File: src/rtl/demux_pkg.sv
// Shared constants and routing helpers for the 1-to-2 demux dispatch path.
// Holds the default geometry, the mode encodings and the route-select rule.
package demux_pkg;

  localparam int DMX_WIDTH = 16;
  localparam int DMX_DEPTH = 4;
  localparam int CNT_W     = 16;

  typedef enum logic {
    MODE_RR  = 1'b0,
    MODE_BIT = 1'b1
  } dmx_mode_e;

  // Channel choice: alternate in round-robin mode, otherwise follow the head MSB.
  function automatic logic route_sel(input dmx_mode_e m, input logic rr, input logic msb);
    logic sel;
    sel = rr;
    if (m == MODE_BIT) begin
      sel = msb;
    end
    return sel;
  endfunction

endpackage

File: src/rtl/sync_fifo.sv
// Single-clock FIFO with registered pointers and an explicit occupancy count.
// Storage is not reset; only pointers and count are cleared by rst.
module sync_fifo #(
  parameter int WIDTH = 16,
  parameter int DEPTH = 4
) (
  input  logic             clk,
  input  logic             rst,
  input  logic             push,
  input  logic             pop,
  input  logic [WIDTH-1:0] wr_data,
  output logic             full,
  output logic             empty,
  output logic [WIDTH-1:0] head
);

  localparam int AW = (DEPTH > 1) ? $clog2(DEPTH) : 1;
  localparam logic [AW-1:0] PTR_ONE  = 1;
  localparam logic [AW:0]   CNT_ONE  = 1;
  localparam logic [AW:0]   FULL_CNT = (AW+1)'(DEPTH);

  logic [WIDTH-1:0] mem [DEPTH];
  logic [AW-1:0]    wr_ptr;
  logic [AW-1:0]    rd_ptr;
  logic [AW:0]      count;
  logic             wr_en;
  logic             rd_en;

  assign full  = (count == FULL_CNT);
  assign empty = (count == '0);
  assign head  = mem[rd_ptr];

  // Overflowing pushes and underflowing pops are ignored rather than corrupting state.
  assign wr_en = push && !full;
  assign rd_en = pop && !empty;

  always_ff @(posedge clk) begin
    if (rst) begin
      wr_ptr <= '0;
      rd_ptr <= '0;
      count  <= '0;
    end else begin
      if (wr_en) begin
        wr_ptr <= wr_ptr + PTR_ONE;
      end
      if (rd_en) begin
        rd_ptr <= rd_ptr + PTR_ONE;
      end
      case ({wr_en, rd_en})
        2'b10:   count <= count + CNT_ONE;
        2'b01:   count <= count - CNT_ONE;
        default: count <= count;
      endcase
    end
  end

  always_ff @(posedge clk) begin
    if (wr_en) begin
      mem[wr_ptr] <= wr_data;
    end
  end

endmodule

File: src/rtl/demux_dispatch_ctrl.sv
// Buffers upstream words and dispatches the FIFO head to one of two demux
// channels, either alternating or by the head MSB, counting words per channel.
module demux_dispatch_ctrl
  import demux_pkg::*;
#(
  parameter int WIDTH = DMX_WIDTH,
  parameter int DEPTH = DMX_DEPTH
) (
  input  logic             clk,
  input  logic             rst,
  input  logic [WIDTH-1:0] in_data,
  input  logic             in_valid,
  output logic             in_ready,
  input  logic             mode,
  input  logic             dst_ready0,
  input  logic             dst_ready1,
  output logic [WIDTH-1:0] dmx_data,
  output logic             dmx_sel,
  output logic             dmx_valid,
  output logic [CNT_W-1:0] cnt0,
  output logic [CNT_W-1:0] cnt1
);

  localparam logic [CNT_W-1:0] CNT_ONE = 1;

  logic             fifo_full;
  logic             fifo_empty;
  logic [WIDTH-1:0] fifo_head;
  logic             push;
  logic             pop;
  logic             rr_ptr;
  dmx_mode_e        mode_e;

  assign mode_e = dmx_mode_e'(mode);

  // in_ready looks only at full, so a pop never opens a slot in the same cycle.
  assign in_ready  = !fifo_full;
  assign push      = in_valid && in_ready;

  assign dmx_valid = !fifo_empty;
  assign dmx_data  = fifo_head;
  assign dmx_sel   = route_sel(mode_e, rr_ptr, fifo_head[WIDTH-1]);

  assign pop = dmx_valid && (dmx_sel ? dst_ready1 : dst_ready0);

  sync_fifo #(
    .WIDTH (WIDTH),
    .DEPTH (DEPTH)
  ) u_fifo (
    .clk     (clk),
    .rst     (rst),
    .push    (push),
    .pop     (pop),
    .wr_data (in_data),
    .full    (fifo_full),
    .empty   (fifo_empty),
    .head    (fifo_head)
  );

  // rr_ptr advances only on dispatches made in round-robin mode.
  always_ff @(posedge clk) begin
    if (rst) begin
      rr_ptr <= 1'b0;
    end else if (pop && (mode_e == MODE_RR)) begin
      rr_ptr <= ~rr_ptr;
    end
  end

  always_ff @(posedge clk) begin
    if (rst) begin
      cnt0 <= '0;
      cnt1 <= '0;
    end else if (pop) begin
      if (dmx_sel) begin
        cnt1 <= cnt1 + CNT_ONE;
      end else begin
        cnt0 <= cnt0 + CNT_ONE;
      end
    end
  end

endmodule

File: config.mk
export PLATFORM = sky130hd
export DESIGN_NAME = demux_dispatch_ctrl
export DESIGN_NICKNAME = d
export VERILOG_FILES = /design/src/rtl/demux_pkg.sv /design/src/rtl/sync_fifo.sv /design/src/rtl/demux_dispatch_ctrl.sv
export SDC_FILE = /design/constraint.sdc
export NUM_CORES = 1
export LEC_CHECK = 0
export BUFFER_PORTS_ARGS = -buffer_cell sky130_fd_sc_hd__buf_2
export CORE_MARGIN = 2
export CORE_UTILIZATION = 30
export CTS_CLUSTER_SIZE = 40
export DETAILED_ROUTE_END_ITERATION = 6
export HOLD_SLACK_MARGIN = 0.08
export PLACE_DENSITY = 0.51
export SYNTH_ARGS = -nofsm -noshare
export SYNTH_HDL_FRONTEND = slang
export SYNTH_SLANG_ARGS = --single-unit
File: constraint.sdc
create_clock -name clk -period 2.3 [get_ports clk]
set_input_delay 0.23 -clock clk [delete_from_list [all_inputs] [get_ports clk]]
set_output_delay 0.23 -clock clk [all_outputs]
set_load 0.005 [all_outputs]
Yosys cells after proc, flatten, opt, wreduce, memory -nomap -nowiden
Memory sizes are Yosys's and may differ from the RTL's. A register that Yosys moved wholly into a read port is not among the register bits.
Cells that the tools add are included.

operators by class
  $add $sub $neg = 6
  equality and inequality tests = 3
  mux-type cells = 7
  bitwise logic cells = 3
  reductions and logical operators = 11

operator list
  operator                                                             number
  16-bit by 1-bit adder with 16-bit output (second input constant)     2
  3-bit case mux with 2 select lines                                   1
  1-bit logical AND                                                    5
  2-bit by 1-bit adder with 2-bit output (second input constant)       2
  1-bit 2-to-1 mux                                                     4
  2-bit 2-to-1 mux                                                     2
  2-bit AND reduction                                                  2
  3-bit by 1-bit adder with 3-bit output (second input constant)       1
  3-bit == test (second input constant)                                1
  3-bit logical NOT                                                    1
  1-bit NOT                                                            3
  3-bit by 1-bit subtractor with 3-bit output (second input constant)  1
  2-bit by 1-bit == test with 1-bit output (second input constant)     1
  2-bit == test (second input constant)                                1
  1-bit logical NOT                                                    2
  2-bit nonzero test                                                   1

storage, ports and cells
  register bits = 40
  bits in writable memories = 64
  output and inout port bits = 51
  logic and storage cells = 37
  memories kept = 1

memories
  name        words  bits a word  rd ports  clocked after Yosys merged registers in  wr ports  line             RTL
  u_fifo.mem  4      16           1         1                                        1         sync_fifo.sv:22  logic [WIDTH-1:0] mem [DEPTH];

Longest topological paths before layout
  word-level depth = 6
  depth in mapped cells = 13
  gate-level depth less buffers = 11

Cells and area by module
From an unflattened synthesis, not the netlist that was laid out.

unflattened totals
  cell total of the unflattened synthesis = 326
  area total of the unflattened synthesis = 4420.5 um2

modules (own cells, without submodules)
  module               instances  cells an instance  area an instance (um2)  seq. area each (um2)
  sync_fifo            1          138                2821.5                  2102.0
  demux_dispatch_ctrl  1          188                1599.0                  660.6

Worst setup path before layout
Ideal clock, no wire load.

  kind = flip-flop to flip-flop
  start = register (tool-made name)
  end = register u_fifo.count[2]
  library setup time = 70 ps
  arrival = 2455 ps
  required time = 2230 ps
  path slack = -226 ps
  stages on the path, launching flop included = 14
  buffers on the path = 2
  cell sequence = dfxtp_1 buf_2 nand2_1 o221a_2 inv_2 buf_2 a22oi_1 inv_1 ha_1 inv_1 fa_1 xor2_1 or3_1 a21oi_1

RTL lines
  what                  line             RTL
  to (signal assigned)  sync_fifo.sv:50  2'b10: count <= count + CNT_ONE;
  to (signal assigned)  sync_fifo.sv:51  2'b01: count <= count - CNT_ONE;
  to (signal assigned)  sync_fifo.sv:52  default: count <= count;
  to (decl)             sync_fifo.sv:25  logic [AW:0] count;

==> impl_metrics.tcl <==
set metrics [dict create \
    synth_compound_area_frac 0.0622 \
    clockBufferDepth 2 \
    fillCellCount 1496 \
    dp_hpwl_um 6370 \
    die_y_um 128 \
    synth_simple_gate_area_frac 0.152 \
    clock-root-buffer "clkbuf_16" \
    slowest_stage "dfxtp_2" \
    synth_fp_nets 384 \
    grt_max_degree 46 \
    drt_iter0_markers 144 \
    switching_power_mw 1.46 \
    grt_antenna_before_repair 0 \
    placed_cell_area_mm2 0.00520 \
    cts_sinks 106 \
    wl_met2_um 4560 \
    synth_most_common_cell "edfxtp_1" \
    layout-drive-gt1-share 0.321 \
    yosys_warnings 0 \
    dieWidth_um 128 \
    dieArea_mm2 0.0164 \
    clkPwrFrac 0.285 \
    r2r_cells 11 \
    gp_congestion 0.737 \
    nNetsFinal 461 \
    synth_area_leaders "edfxtp_1 42%, dfxtp_1 18%, mux4_2 7.3%, mux2_2 3.9%, nor2b_1 2.6%" \
    hold_path.class "input pin to flip-flop" \
    synth_xor_area_frac 0.00570 \
    status "finished clean" \
    synth.distinct_cells 44 \
    stdcell_area_mm2 0.00550 \
    routed.top_layer "met4" \
    route.vias.total 3092 \
    yosysTopAreaCell "edfxtp_1" \
    swShare 0.294 \
    clock_latency_ns 0.35 \
    routed_wirelength_um 9670 \
    start_util 0.305 \
    grt_pass1_wl_um 15600 \
    path_max_fanout 3 \
    report.final.slew_viol_count 0 \
    worstPathRequired_ns 2.58 \
    cts_buffers 9 \
    min_period_over_period 0.967 \
    coreArea_mm2 0.0151 \
    wl_met1_um 4370 \
    rows 45 \
    worstMarginPinSlew_ns 0.891 \
    grt_usage 0.123 \
    drtPass1Iterations 4 \
    syn-cell-area_mm2 0.00461 \
    cts_tree "yes" \
    hold_viol_final 0 \
    min_period_ns 2.22 \
    grt_pass1_vias 3032 \
    intPower_mw 3.51 \
    antenna_left 0 \
    synth_top_area_share 0.417 \
    seq_power_share 0.460 \
    synthMuxAreaShare 0.125 \
    drv_cap 0 \
    start_kind "flip-flop" \
    pwr_density_cell_mw_per_mm2 903 \
    crit_type "flip-flop to flip-flop" \
    synth.avg_cell_area_um2 13.0 \
    p_comb_frac 0.255 \
    vdd_drop_max_mv 0.385 \
    hold_slack_ns 0.0951 \
    wl_per_cell_um 15.5 \
    clkSlewWorstSetupHoldPaths_ns 0.07 \
    ys_seq_area_frac 0.600 \
    synth_common_cells "64 x edfxtp_1, 42 x dfxtp_1, 24 x nor2_1" \
    setup_viol 0 \
    ff2ff_setup_slack_ns 0.08 \
    cpMostUsedCell "inv_1" \
    io_pins 73 \
    async_flop_share 0 \
    synth_seq_cells 106 \
    grt_setup_unrepaired "no" \
    drc 0 \
    area_growth_pct 19.3 \
    grt_overflow 0 \
    synth_top_family_by_area "simple AND/OR/NAND/NOR gates" \
    crit_arrival_ns 2.51 \
    synth_edf_count 64 \
    met3WireLength_um 588 \
    fmax_ghz 0.449 \
    synth_cells 354 \
    viasPerCell 4.96 \
    synthAdderAreaFrac 0.0234 \
    synth_ff_type "edfxtp_1" \
    endpoint_kind "flip-flop" \
    p_leak_nw 2.00 \
    htree_levels 3 \
    hold_path_depth 1 \
    slew_headroom 0.406 \
    clock_skew_ns 0.00589 \
    antenna_cells 0 \
    final_util 0.364 \
    path_cells "mux2i_2 > o221a_2 > inv_2 > a22oi_2 > inv_1 > ha_2 > inv_1 > fa_2 > xor2_1 > or3_1 > a21oi_1" \
    portBuffers 72 \
    slowest_delay_ns 0.34 \
]
critical path: cells and delay by family, from the launching register on:
family | cells | cell delay [ns]
buffers and inverters | 3 | 0.18
flip-flops | 1 | 0.34
AO/OA/AOI/OAI | 3 | 0.49
XOR/XNOR | 1 | 0.15
multiplexers | 1 | 0.17
adder cells (fa/ha/maj) | 2 | 0.51
AND/OR/NAND/NOR | 1 | 0.31
path summary, 6_finish.rpt:
kind / to / from
worst min register to register: cnt1[10]$_SDFFE_PP0P_ / cnt1[10]$_SDFFE_PP0P_
worst min-delay path: u_fifo.mem[0][8]$_DFFE_PP_ / in_data[8]
worst max-delay path: u_fifo.count[2]$_SDFFE_PP0P_ / flip-flop
worst max register to register: u_fifo.count[2]$_SDFFE_PP0P_ / flip-flop
per-stage QoR:
step                setup TNS, ns  instances  worst slack [ns]  power (mW)
floorplan                 -0.0412        354           -0.0412        3.18
global placement                0        606            0.0923        3.58
detailed placement              0        606            0.0364        3.61
CTS                             0        623            0.0188        5.05
global route                    0        624            0.0100        5.25
finish                          0        624            0.0751        4.97
sequential cells by signal (all words and copies together), names as in the netlist, named ones only:
| name | cells |
|---|---|
| cnt0 | 16 |
| u_fifo.rd_ptr | 2 |
| u_fifo.mem | 64 |
| cnt1 | 16 |
| u_fifo.count | 3 |
| rr_ptr | 1 |
| u_fifo.wr_ptr | 2 |
power groups by stage:
stage / Sequential [mW] / Combinational, mW / Clock (mW)
6_report: 2.28 / 1.27 / 1.42
5_1_grt: 2.30 / 1.41 / 1.55
4_1_cts: 2.28 / 1.29 / 1.48
3_5_place_dp: 2.33 / 1.28 / 0
3_3_place_gp: 2.32 / 1.27 / 0
2_1_floorplan: 2.31 / 0.871 / 0
kinds of logic after synthesis:
group,after synthesis
flip-flops,106
AND/OR/NAND/NOR,125
buffers and inverters,31
AO/OA/AOI/OAI,45
multiplexers,36
XOR/XNOR,3
adder cells (fa/ha/maj),8
cell usage in the layout (no fill, tap or decap), types with 3 or more instances in the layout:
cell type / count
buf_2: 72
nand4_1: 6
ha_1: 6
nor4_1: 12
mux2_1: 3
nand2_1: 12
nor2b_1: 19
clkinv_4: 3
mux4_2: 15
buf_4: 13
and2_1: 4
nor2_1: 24
and3_1: 7
edfxtp_1: 64
clkbuf_16: 9
o31ai_1: 9
mux2_2: 16
o21ai_0: 7
a21oi_1: 19
or4_1: 9
inv_1: 10
or3_1: 5
nor4b_1: 3
and4_1: 4
dfxtp_1: 41
nor3_1: 3
nand3_1: 14
metal layers:
| metal | global-route usage | vias to the layer above |
|---|---|---|
| li1 | - | 1501 |
| met1 | 0.148 | 1502 |
| met2 | 0.204 | 79 |
| met3 | 0.0459 | 10 |
| met4 | 0.0388 | 0 |
| met5 | 0 | - |
what timing repair did:
action                                 in CTS  in global routing
hold buffers                                1                  0
setup endpoints to repair                   0                  2
endpoints found under the hold margin       2                  0
resized for setup                           0                  2
buffers inserted                            0                  1
cell type report:
| class | count | area (um^2) | share of cell area |
|---|---|---|---|
| tap | 188 | 235 | 0.0428 |
| inverter | 11 | 41.3 | 0.00751 |
| sequential | 106 | 2760 | 0.503 |
| clock inverter | 6 | 42.5 | 0.00774 |
| multi-input combinational | 217 | 1720 | 0.312 |
| timing repair buffer | 86 | 468 | 0.0851 |
| clock buffer | 10 | 229 | 0.0417 |
No activity file was read; power rests on OpenSTA's default activity.
